**src/rtl/fetch_prefetch_unit.sv**
```systemverilog
// Instruction fetch front-end: owns fetch PC, issues imem reads, buffers {instr, pc+4} in a FIFO.
// Latency: first instruction valid 3 cycles after reset release with a 1-cycle memory; 1 instr / 2 cycles sustained.
// Backpressure: if_ready drains the FIFO; no new request is issued unless a FIFO slot is free. Optional FETCH_PERF_EN adds perf counters.
module fetch_prefetch_unit #(
  parameter int          DEPTH    = 4,
  parameter int          ADDR_W   = 10,
  parameter logic [31:0] RESET_PC = 32'h0000_0000
) (
  input  logic              clk,
  input  logic              reset,
  output logic              imem_req,
  output logic [ADDR_W-1:0] imem_addr,
  input  logic              imem_ack,
  input  logic [31:0]       imem_rdata,
  input  logic              redirect_valid,
  input  logic [31:0]       redirect_pc,
  input  logic              if_ready,
  output logic              if_valid,
  output logic [31:0]       if_instr,
  output logic [31:0]       if_pc4
`ifdef FETCH_PERF_EN
  ,
  output logic [15:0]       perf_redirects,
  output logic [15:0]       perf_empty_cycles
`endif
);

  localparam int PW = (DEPTH > 1) ? $clog2(DEPTH) : 1;
  localparam int CW = PW + 1;
  localparam logic [CW-1:0] DEPTH_C = CW'(DEPTH);

  typedef enum logic [1:0] {
    IDLE  = 2'd0,
    REQ   = 2'd1,
    DRAIN = 2'd2
  } state_t;

  typedef struct packed {
    logic [31:0] instr;
    logic [31:0] pc4;
  } entry_t;

  state_t            state_q, state_d;
  logic [31:0]       fetch_pc_q, fetch_pc_d;
  logic [ADDR_W-1:0] addr_q, addr_d;
  logic [PW-1:0]     rd_ptr_q, rd_ptr_d;
  logic [PW-1:0]     wr_ptr_q, wr_ptr_d;
  logic [CW-1:0]     count_q, count_d;
  entry_t            fifo_mem [DEPTH];

  logic              push;
  logic              pop;
  logic [31:0]       pc_plus4;
  logic [31:0]       redirect_tgt;
  logic [31:0]       next_req_pc;
  logic [CW-1:0]     count_after_ack;
  entry_t            head;

  assign pc_plus4     = fetch_pc_q + 32'd4;
  // Branch targets are word aligned; the low two bits of the target are dropped.
  assign redirect_tgt = redirect_pc & ~32'h3;
  assign pop          = (count_q != '0) && if_ready;
  // Occupancy after this cycle's ack push and any pop, used to decide a back-to-back issue.
  assign count_after_ack = count_q + CW'(1) - CW'(pop);

  // Fetch FSM: next state, next fetch PC, request address and push decision.
  always_comb begin
    state_d     = state_q;
    fetch_pc_d  = fetch_pc_q;
    addr_d      = addr_q;
    push        = 1'b0;
    next_req_pc = pc_plus4;
    case (state_q)
      IDLE: begin
        if (redirect_valid) begin
          fetch_pc_d = redirect_tgt;
        end else if (count_q < DEPTH_C) begin
          state_d = REQ;
          addr_d  = fetch_pc_q[ADDR_W+1:2];
        end
      end
      REQ: begin
        if (redirect_valid) begin
          // An in-flight read cannot be aborted; its data is thrown away.
          fetch_pc_d = redirect_tgt;
          state_d    = imem_ack ? IDLE : DRAIN;
        end else if (imem_ack) begin
          push       = 1'b1;
          fetch_pc_d = pc_plus4;
          if (count_after_ack < DEPTH_C) begin
            state_d = REQ;
            addr_d  = next_req_pc[ADDR_W+1:2];
          end else begin
            state_d = IDLE;
          end
        end
      end
      DRAIN: begin
        if (redirect_valid) begin
          fetch_pc_d = redirect_tgt;
        end
        if (imem_ack) begin
          state_d = IDLE;
        end
      end
      default: begin
        state_d = IDLE;
      end
    endcase
  end

  // FIFO pointer and occupancy update; a redirect empties the queue after any same-cycle pop.
  always_comb begin
    rd_ptr_d = rd_ptr_q;
    wr_ptr_d = wr_ptr_q;
    count_d  = count_q;
    if (redirect_valid) begin
      rd_ptr_d = '0;
      wr_ptr_d = '0;
      count_d  = '0;
    end else begin
      if (push) begin
        wr_ptr_d = wr_ptr_q + PW'(1);
      end
      if (pop) begin
        rd_ptr_d = rd_ptr_q + PW'(1);
      end
      count_d = count_q + CW'(push) - CW'(pop);
    end
  end

  // Control state registers with synchronous active-low reset.
  always_ff @(posedge clk) begin
    if (!reset) begin
      state_q    <= IDLE;
      fetch_pc_q <= RESET_PC;
      addr_q     <= '0;
      rd_ptr_q   <= '0;
      wr_ptr_q   <= '0;
      count_q    <= '0;
    end else begin
      state_q    <= state_d;
      fetch_pc_q <= fetch_pc_d;
      addr_q     <= addr_d;
      rd_ptr_q   <= rd_ptr_d;
      wr_ptr_q   <= wr_ptr_d;
      count_q    <= count_d;
    end
  end

  // FIFO storage; contents need no reset since empty entries are masked at the output.
  always_ff @(posedge clk) begin
    if (push) begin
      fifo_mem[wr_ptr_q] <= '{instr: imem_rdata, pc4: pc_plus4};
    end
  end

  assign head      = fifo_mem[rd_ptr_q];
  assign imem_req  = (state_q != IDLE);
  assign imem_addr = addr_q;
  assign if_valid  = (count_q != '0);
  assign if_instr  = if_valid ? head.instr : 32'd0;
  assign if_pc4    = if_valid ? head.pc4   : 32'd0;

`ifdef FETCH_PERF_EN
  logic [15:0] perf_redirects_q;
  logic [15:0] perf_empty_q;

  // Saturating counters: redirect cycles and cycles the pipeline wanted an instruction but none was ready.
  always_ff @(posedge clk) begin
    if (!reset) begin
      perf_redirects_q <= '0;
      perf_empty_q     <= '0;
    end else begin
      if (redirect_valid && (perf_redirects_q != 16'hFFFF)) begin
        perf_redirects_q <= perf_redirects_q + 16'd1;
      end
      if (!if_valid && if_ready && (perf_empty_q != 16'hFFFF)) begin
        perf_empty_q <= perf_empty_q + 16'd1;
      end
    end
  end

  assign perf_redirects    = perf_redirects_q;
  assign perf_empty_cycles = perf_empty_q;
`endif

endmodule

```
**config.mk**
```make
export PLATFORM = sky130hd
export DESIGN_NAME = fetch_prefetch_unit
export DESIGN_NICKNAME = d
export VERILOG_FILES = /design/src/rtl/fetch_prefetch_unit.sv
export SDC_FILE = /design/constraint.sdc
export NUM_CORES = 1
export LEC_CHECK = 0
export ABC_AREA = 1
export CAP_MARGIN = 20
export CELL_PAD_IN_SITES_DETAIL_PLACEMENT = 1
export CELL_PAD_IN_SITES_GLOBAL_PLACEMENT = 1
export CORE_MARGIN = 2
export CORE_UTILIZATION = 44
export CTS_BUF_LIST = sky130_fd_sc_hd__clkbuf_8 sky130_fd_sc_hd__clkbuf_16
export DETAILED_ROUTE_END_ITERATION = 8
export PLACE_DENSITY = 0.81
export SLEW_MARGIN = 20
export SYNTH_ARGS = -nofsm -noshare
export SYNTH_HDL_FRONTEND = slang
export SYNTH_SLANG_ARGS = --single-unit
```
**constraint.sdc**
```tcl
create_clock -name clk -period 7 [get_ports clk]
set_clock_uncertainty 0.05 [all_clocks]
set_input_delay 1.75 -clock clk [delete_from_list [all_inputs] [get_ports clk]]
set_output_delay 1.75 -clock clk [all_outputs]
set_load 0.05 [all_outputs]
```
Word level (Yosys, flattened, before mapping)
Memories as Yosys holds them, arrays and structs flattened. A register that Yosys moved wholly into a read port is not among the register bits. Cells that the tools add are included.

Equal/unequal tests: 10. $lt $le $gt $ge: 2. Reductions and logical operators: 11. Bitwise logic cells: 1. Add/subtract/negate cells: 7. Muxes and demuxes: 27.

Operators with widths (number): $mux W32 (5); $pmux W32 S2 (1); $mux W10 (5); $add A32 B3 Y32 const B (1); $pmux W10 S2 (1); $mux W2 (8); $ne A2 B2 Y1 const B (6); $lt A3 B3 Y1 const B (2); $mux W1 (6); $pmux W2 S3 (1); $reduce_and A6 Y1 (1); $reduce_bool A2 Y1 (3); $sub A3 B1 Y3 (2); $add A2 B1 Y2 const B (2); $reduce_and A4 Y1 (1); $reduce_or A2 Y1 (2); $add A3 B1 Y3 (1); $add A3 B1 Y3 const B (1); $ne A3 B3 Y1 const B (1); $reduce_and A3 Y1 (1); $reduce_bool A3 Y1 (1); $eq A2 B1 Y1 const B (1); $eq A2 B2 Y1 const B (1); $logic_not A2 Y1 (1); 3 further kinds (3).

Memories kept: 1. Memory bits (writable): 256. Bits of input ports: 69. Logic and storage cells: 65. Bits in registers: 51.

Memory list: fifo_mem (depth 4, bits a word 64, rd ports 1, clocked after memory_dff 1, wr ports 1, line 49) `entry_t fifo_mem [DEPTH];`.

Depth between registers and ports, before layout
Gate-level depths: netlist of run 1.

Depth in word-level cells: 8. Depth in mapped cells: 11. Mapped depth without buffers: 11.

Worst setup path before layout of run 1
Ideal clock, no wire load.

Path kind: input port to flip-flop. Start point: input port imem_ack. End point: memory fifo_mem[0][10] in the netlist's numbering (enable). Cell stages on the path: 4. Slack: 1.613 ns. Arrival time: 4.855 ns. Setup time: 0.482 ns. Cell sequence: nand2_1 > nor3_1 > clkinv_1 > nor2_1.

Longest elaborated chain between the ends: 5.

Ends and longest elaborated chain: start, declared (line 13) `input logic imem_ack,`; $mux W1 (line 87) `end else if (imem_ack) begin`; $mux W1 (line 83) `if (redirect_valid) begin`; $mux W1 (line 73) `case (state_q)`; $mux W1 (line 153) `if (push) begin`; $mux W1 (not written as such) (line 154) `fifo_mem[wr_ptr_q] <= '{instr: imem_rdata, pc4: pc_plus4};`; end, declared (line 49).

No other way between the ends.

==> out/metrics.cfg, run 1 <==
[route]
firstDrtPassIters=5
remaining_drc_errors=0
routed_wl_um=35100
ant_nets=0
vias=9478
viasPerCell=5.37
routedWlPerCell_um=19.9
dr.first_iter.drc_count=677

[timing]
hold_violations=0
setup_tns_ns=0
worst_slew_pin_slew_ns=1.04
timing.final.ws_setup_ns=1.48
drv_slew=0
rsz0062_at_grt=false
max_freq_ghz=0.181
layout_worst_path_cycle_share=0.789
relSlewSlack=0.305
setup_violations=0
fin_crit_ns=5.52

[critical_path]
worstSetupPathType=flop to primary output
cp.arrival_ns=3.72
path_cells=buf_4 -> nor2_1 -> nor2_1 -> o21ai_0 -> a21oi_1 -> clkdlybuf4s50_1
critical_path.startpoint_type=flop
path_max_fanout=94
worstSetupEndpointType=primary output
slowest_delay_ns=0.89
crit_required_ns=5.20
slowest_stage=clkdlybuf4s50_1
crit_top_cell=nor2_1

[finish]
drive_gt1_frac=0.0716
final_util=0.545
area_growth_pct=22.2
nFillCells=3060
antenna_cells=0
final_nets=1435
final_area_um2=15600

[floorplan]
rows=62
fp.dieW_um=174
io-pin-count=145
start_util=0.446
dieHeight_um=174
dieArea_um2=30400
core_area_um2=28600

[global_route]
grt_usage=0.230
grt_max_degree=95
grt_pass1_vias=10310
antenna_found_initial=0
grt_overflow=0
grt_pass1_wl_um=55000

[clocking]
cts_root_buf=clkbuf_16
cts_tree=yes
numCtsBuffers=31
cts_resized=0
clock_latency_ns=0.55
clock_path_buffers=3
postCtsSetupBuffers=0
hold_buffers=0
cts.sinks=299
cts.htree.levels=1
path_clk_slew_ns=0.06

[outcome]
outcome=finished, final reports clean

[logic_synthesis]
synth_area_leaders=edfxtp_1 58%, nor2_1 9.2%, dfxtp_1 8.0%
syn_area_per_cell_um2=10.3
synth_warnings=0
yosysTopAreaCell=edfxtp_1
synth-edff-count=248
synth_cell_type_count=34
synth.cells.most_frequent=312 x nor2_1, 248 x edfxtp_1, 171 x o21ai_0
syn_inst=1233
yosysTopAreaCellShare=0.584
synth_seq_cells=299
syn_area_um2=12800
ys.flop_type=edfxtp_1
async_reset_ff_frac=0
yosysSeqAreaShare=0.664
synth.most_common_cell=nor2_1

[power]
power.density_nw_per_um2=256
ir_worst_vdd_mv=0.195
p_leak_uw=0.00542

[hold_path]
hold_class=flop to flop

[place]
dpl-instance-area_um2=14500
dp.final_hpwl_um=22300
place_ws_ns=1.98
gp_congestion=0.863
port_buffers=140

[run]
drv_cap=0

-- cells by family (layout without fill, tap and decap cells) --
| group | count (synthesis) | count (layout) | synth area share |
|---|---|---|---|
| XOR/XNOR | 17 | 17 | 0.0146 |
| other | 1 | 2 | 0.000294 |
| adder cells (fa/ha/maj) | 8 | 8 | 0.00843 |
| AND/OR/NAND/NOR | 495 | 495 | 0.159 |
| flip-flops | 299 | 299 | 0.664 |
| buffers and inverters | 109 | 257 | 0.0342 |
| AO/OA/AOI/OAI | 304 | 304 | 0.120 |
-- registers in the layout, summed over array words and instances (netlist names), named ones only --
signal      cells
wr_ptr_q        2
state_q         2
imem_addr      10
fifo_mem      248
count_q         3
rd_ptr_q        2
fetch_pc_q     30
-- power breakdown --
part           switching, uW  internal (uW)
Combinational            234            113
Clock                    665            979
Sequential              30.9           1970
Total                    930           3060
-- stage by stage --
stage / instances / hold slack [ns] / total power, uW
CTS: 1765 / 0.430 / 4020
floorplan: 1234 / 0.386 / 2230
detailed placement: 1708 / 0.403 / 2380
finish: 1766 / 0.419 / 3990
global placement: 1708 / 0.395 / 2370
global route: 1766 / 0.456 / 4110
-- routing by layer --
metal | up-vias | GRT usage | wire length (um)
met4 | 0 | 0.0616 | 764
met3 | 56 | 0.0278 | 1340
met5 | - | 0 | 0
met2 | 225 | 0.420 | 18100
li1 | 4472 | - | -
met1 | 4725 | 0.287 | 15000
-- final cells by class --
type / instances / area, um^2 / area share
Clock buffer: 34 / 817 / 0.0524
Clock inverter: 23 / 209 / 0.0134
Inverter: 44 / 165 / 0.0106
Multi-Input combinational cell: 826 / 3900 / 0.250
Sequential cell: 299 / 8470 / 0.543
Tap cell: 384 / 480 / 0.0308
Timing Repair Buffer: 156 / 1550 / 0.0992
-- layout by cell type, fill, tap and decap left out, types with 2 or more instances in the layout --
master | Yosys | routed
clkbuf_8 | 0 | 3
nor2_2 | 5 | 6
nand3b_1 | 6 | 6
clkbuf_16 | 0 | 31
o21ai_0 | 171 | 171
conb_1 | 1 | 2
clkinv_1 | 1 | 4
xnor2_1 | 4 | 4
clkdlybuf4s50_1 | 0 | 140
edfxtp_1 | 248 | 248
inv_2 | 4 | 4
xor2_1 | 8 | 8
nor2_8 | 2 | 2
xor2_2 | 4 | 4
bufinv_16 | 0 | 4
a21oi_1 | 129 | 129
nand2_1 | 136 | 136
a31oi_1 | 2 | 2
clkinv_2 | 0 | 7
ha_1 | 7 | 7
inv_1 | 39 | 46
buf_4 | 2 | 14
nand2_2 | 4 | 4
nor2_4 | 4 | 8
buf_12 | 0 | 2
dfxtp_1 | 51 | 49
nand2_4 | 2 | 2
and2_1 | 5 | 5
nand3_1 | 16 | 16
nor2_1 | 312 | 307
-- worst paths after layout --
check | cells after the start | end | from | slack, ns
worst max-delay path | 6 | if_pc4[14] | flop | 1.48
worst min-delay path | 2 | flop | rd_ptr_q[1] | 0.42
worst max register to register | 11 | count_q[2] | count_q[1] | 4.17
worst min register to register | 2 | flop | rd_ptr_q[1] | 0.42
-- critical path: cells and delay by family, from the launching register on --
kind,cells,cell delay [ns]
simple gates,2,0.29
compound gates,2,0.54
buf+inv,2,1.74
flops,1,0.57
No activity file was read; power rests on OpenSTA's default activity.
==> run 2: changes to the inputs <==
--- a/config.mk
+++ b/config.mk
@@ -10,10 +10,10 @@
 export CELL_PAD_IN_SITES_DETAIL_PLACEMENT = 1
 export CELL_PAD_IN_SITES_GLOBAL_PLACEMENT = 1
 export CORE_MARGIN = 2
-export CORE_UTILIZATION = 44
+export CORE_UTILIZATION = 40
 export CTS_BUF_LIST = sky130_fd_sc_hd__clkbuf_8 sky130_fd_sc_hd__clkbuf_16
 export DETAILED_ROUTE_END_ITERATION = 8
-export PLACE_DENSITY = 0.81
+export PLACE_DENSITY = 0.78
 export SLEW_MARGIN = 20
 export SYNTH_ARGS = -nofsm -noshare
 export SYNTH_HDL_FRONTEND = slang
==> constraint.sdc (replaced) <==
create_clock -name clk -period 4.81 [get_ports clk]
set_clock_uncertainty 0.05 [all_clocks]
set_input_delay 1.2025 -clock clk [delete_from_list [all_inputs] [get_ports clk]]
set_output_delay 1.2025 -clock clk [all_outputs]
set_load 0.05 [all_outputs]
==> run 2 against run 1 <==
Compared with the run above:
- critical path depth is 1 lower
- wire length fell by 1.8%
- core utilization shrank 4.5 points
- clock-buffer cell count grew 2
- final cell count is 1.4% higher
- non-clock buffer count rose by 3
- setup slack got worse by 0.89 ns
- critical endpoint is now if_pc4[7]
- flip-flop and latch count did not move
- combinational power up 46%
==> out/metrics.cfg, run 2 (synthesis results as in run 1) <==
[outcome]
outcome=finished, final reports clean

[timing]
drv_slew=0  ; unchanged
max_freq_ghz=0.237
setup_violations=0  ; unchanged
hold_violations=0  ; unchanged
relSlewSlack=0.416  ; +0.110
rsz0062_at_grt=false
fin_crit_ns=4.22
hold_slack_ns=0.439  ; +0.0194 ns
worst_slew_pin_slew_ns=0.876  ; -0.167 ns
timing.final.ws_setup_ns=0.591  ; -0.888 ns
layout_worst_path_cycle_share=0.877

[critical_path]
cp.arrival_ns=2.97  ; -0.75 ns
critical_path.startpoint_type=flop
slowest_delay_ns=0.73  ; -0.16 ns
slowest_stage=clkdlybuf4s50_1
worst-r2r-setup-slack_ns=2.31  ; -1.86 ns
reg2regPathDepth=11  ; unchanged
path_delay_family=buffers and inverters
cp.depth=5  ; -1
path_max_fanout=29  ; -69%
crit_end=if_pc4[7]
cp_num_buf_inv=3  ; +1
reg2reg_to=count_q[2]
worstSetupPathType=flop to primary output
path_cells=clkinv_2 -> buf_4 -> o21ai_0 -> a21oi_1 -> clkdlybuf4s50_1
worstSetupEndpointType=primary output
r2r-start=state_q[0]
crit_required_ns=3.56  ; -1.64 ns

[global_route]
grt_pass1_wl_um=54300  ; -1.2%
grt_usage=0.209  ; -0.0211
antenna_found_initial=0  ; unchanged
grt_max_degree=64  ; -33%
grt_overflow=0  ; unchanged
grt_pass1_vias=10123  ; -1.8%

[power]
power.density_nw_per_um2=370  ; +44%
p_leak_uw=0.00545  ; +0.62%
ir_worst_vdd_mv=0.203  ; +3.9%

[route]
viasPerCell=5.27  ; -1.9%
ant_nets=0  ; unchanged
firstDrtPassIters=5  ; unchanged
dr.first_iter.drc_count=476  ; -30%
routed_wl_um=34500  ; -1.8%
remaining_drc_errors=0  ; unchanged
routedWlPerCell_um=19.3  ; -3.1%
vias=9433  ; -0.47%

[floorplan]
rows=65  ; +4.8%
start_util=0.405  ; -0.0403
dieHeight_um=183  ; +4.8%
io-pin-count=145  ; unchanged
core_area_um2=31500  ; +10%
dieArea_um2=33300  ; +9.8%
fp.dieW_um=183  ; +4.8%

[finish]
layout_commonest_cell=nor2_1
top_register=fifo_mem
antenna_cells=0  ; unchanged
largest_reg_flops=248  ; unchanged
area_growth_pct=23.2
nFillCells=3366  ; +10%
final_nets=1441  ; +0.42%
layout_common_cells=307 x nor2_1, 248 x edfxtp_1, 171 x o21ai_0
drive_gt1_frac=0.0734  ; +0.00180

[place]
place_ws_ns=0.872  ; -1.11 ns
port_buffers=140  ; unchanged
dp.final_hpwl_um=21500  ; -3.3%
gp_congestion=0.817  ; -5.3%

[run]
drv_cap=0  ; unchanged

[hold_path]
hold_class=flop to flop
hp-start=rd_ptr_q[0]

[clocking]
clock_path_buffers=3  ; unchanged
path_clk_slew_ns=0.06  ; about the same
hold_buffers=0  ; unchanged
cts_root_buf=clkbuf_16
cts.htree.levels=2  ; +1
postCtsSetupBuffers=0  ; unchanged
cts_resized=0  ; unchanged
clock_latency_ns=0.51  ; -0.04 ns
cts.sinks=299  ; unchanged
cts_tree=yes
numCtsBuffers=34  ; +9.7%

## run 2: layout make-up
| cell class | instances | area, um^2 | share of cell area |
|---|---|---|---|
| Sequential cell | 299 | 8470 | 0.539 |
| Multi-Input combinational cell | 826 | 3900 | 0.248 |
| Timing Repair Buffer | 159 | 1640 | 0.105 |
| Clock buffer | 36 | 890 | 0.0566 |
| Tap cell | 402 | 503 | 0.0320 |
| Inverter | 44 | 166 | 0.0106 |
| Clock inverter | 25 | 145 | 0.00923 |
## run 2: worst min path at each step
stage | to | slack [ns] | depth (start not counted)
6_report | flop | 0.44 | 1
5_1_grt | flop | 0.48 | 2
4_1_cts | flop | 0.43 | 1
3_5_place_dp | flop | 0.41 | 1
3_3_place_gp | flop | 0.39 | 2
2_1_floorplan | flop | 0.39 | 2
## run 2: report_power, final
| group | total (uW) | internal [uW] | switching (uW) |
|---|---|---|---|
| sequential | 2910 | 2870 | 44.0 |
| clock | 2400 | 1390 | 1010 |
| combinational | 507 | 168 | 340 |
| total | 5810 | 4420 | 1390 |
## run 2: metrics by stage
| stage | std cells | area [um^2] | utilization | TNS, ns | power [uW] |
|---|---|---|---|---|---|
| global route | 1791 | 15700 | 0.500 | 0 | 6020 |
| floorplan | 1234 | 12800 | - | -7.44 | 3250 |
| global placement | 1730 | 14700 | 0.467 | 0 | 3450 |
| CTS | 1791 | 15700 | 0.500 | 0 | 5870 |
| finish | 1791 | 15700 | 0.500 | 0 | 5810 |
| detailed placement | 1730 | 14700 | 0.467 | 0 | 3470 |
## run 2: per-layer routing
metal,vias up,track usage,wire [um]
li1,4486,-,-
met1,4659,0.264,14800
met2,221,0.369,17400
met3,67,0.0313,1540
met4,0,0.0645,790
met5,-,0,0
==> run 3: changes to the inputs <==
--- a/config.mk
+++ b/config.mk
@@ -6,7 +6,7 @@
 export NUM_CORES = 1
 export LEC_CHECK = 0
 export ABC_AREA = 1
-export CAP_MARGIN = 20
+export CAP_MARGIN = 5
 export CELL_PAD_IN_SITES_DETAIL_PLACEMENT = 1
 export CELL_PAD_IN_SITES_GLOBAL_PLACEMENT = 1
 export CORE_MARGIN = 2
==> results of run 3 <==
The final DEF is identical to that of run 2; final timing and power are the same.
==> variant, RTL diff (flow settings as in run 1) <==
Set the parameter `ADDR_W` to 8 (it was 10).
--- a/src/rtl/fetch_prefetch_unit.sv
+++ b/src/rtl/fetch_prefetch_unit.sv
@@ -4,5 +4,5 @@
 module fetch_prefetch_unit #(
   parameter int          DEPTH    = 4,
-  parameter int          ADDR_W   = 10,
+  parameter int          ADDR_W   = 8,
   parameter logic [31:0] RESET_PC = 32'h0000_0000
 ) (
Interface: changed (resized imem_addr); port bits go from 145 to 143. The function was not compared with the original's and may differ.
==> variant against run 1 <==
- sequential cell count fell by 2
- critical endpoint is now if_instr[28]
- core utilization fell by 0.25 points
- worst setup slack better by 0.040 ns
- global-route usage is 0.53 points lower
- total power is 0.66% lower
- largest cell class unchanged
- hold slack gained 0.0018 ns
- final area down 1.0%
- routed wire length fell by 3.2%
- area after synthesis down 0.86%
==> variant: results (changes against run 1) <==
{| class="wikitable"
! Metric !! Value
|-
| Combinational group power || 0.000330 W (was 0.000347 W)
|-
| Switch share || 22.9% (was 23.3%)
|-
| Post-route standard cell area excluding fillers || 15400 sq um (was 15600 sq um)
|-
| Post-detailed-routing wire length || 34.0 mm (was 35.1 mm)
|-
| FF+latch count, synth || 297 (was 299)
|-
| Combinational group share of total power || 8.3% (was 8.7%)
|-
| Worst setup slack before clock tree synthesis || 2.05 ns (was 1.98 ns)
|-
| Wl on met1 || 14.6 mm (was 15.0 mm)
|-
| Count of filler cells inserted in the layout || 3083 (was 3060)
|-
| Overall routing resource usage || 22.4% (was 23.0%)
|-
| CP Max Fanout || 67 (was 94)
|-
| Non-Clock Buffer Count || 150 (was 156)
|-
| Sequential element share of the synthesized area || 66.6% (was 66.4%)
|-
| Average wire per cell in the routed design || 19.5 microns (was 19.9 microns)
|-
| Top cells by area, synth || sky130_fd_sc_hd__edfxtp_1, sky130_fd_sc_hd__nor2_1, sky130_fd_sc_hd__dfxtp_1 (unchanged)
|-
| Via count of the first global-routing pass || 9938 (was 10300)
|-
| Met3 routing resource usage after global routing || 2.30% (was 2.78%)
|-
| Post-synthesis compound-gate area fraction || 11.9% (was 12.0%)
|-
| Commonest cells in the synthesized netlist || sky130_fd_sc_hd__nor2_1, sky130_fd_sc_hd__edfxtp_1, sky130_fd_sc_hd__o21ai_0, sky130_fd_sc_hd__nand2_1, sky130_fd_sc_hd__a21oi_1 (unchanged)
|-
| Met1 global-route usage || 28.8% (was 28.7%)
|-
| Outcome || finished, final reports clean (unchanged)
|-
| Count of unique library cells instantiated by Yosys || 31 (was 34)
|-
| Cell area after placement || 14400 sq um (was 14500 sq um)
|-
| Net count reported at finish || 1411 (was 1435)
|-
| Seq. cell area || 8430 sq um (was 8470 sq um)
|-
| Number of buffers inserted by port buffering || 138 (was 140)
|}
[variant: cell types whose count changed in the layout (fill, tap and decap cells not counted), moves of 2 or more]
cell	change
sky130_fd_sc_hd__dfxtp_1	-2
sky130_fd_sc_hd__nand2_1	-4
sky130_fd_sc_hd__a21oi_1	-2
sky130_fd_sc_hd__buf_4	-3
sky130_fd_sc_hd__buf_12	-2
sky130_fd_sc_hd__and2_1	-2
sky130_fd_sc_hd__clkdlybuf4s50_1	-2
sky130_fd_sc_hd__nor2_1	-6
sky130_fd_sc_hd__clkbuf_8	+5
[variant: path summary, 6_finish.rpt]
kind	start	end	slack [ns]	depth (start not counted)
worst max register to register	count_q[1]	count_q[2]	4.21	11
worst max-delay path	register	if_instr[28]	1.52	5
worst min register to register	rd_ptr_q[1]	register	0.42	2
worst min-delay path	rd_ptr_q[1]	register	0.42	2
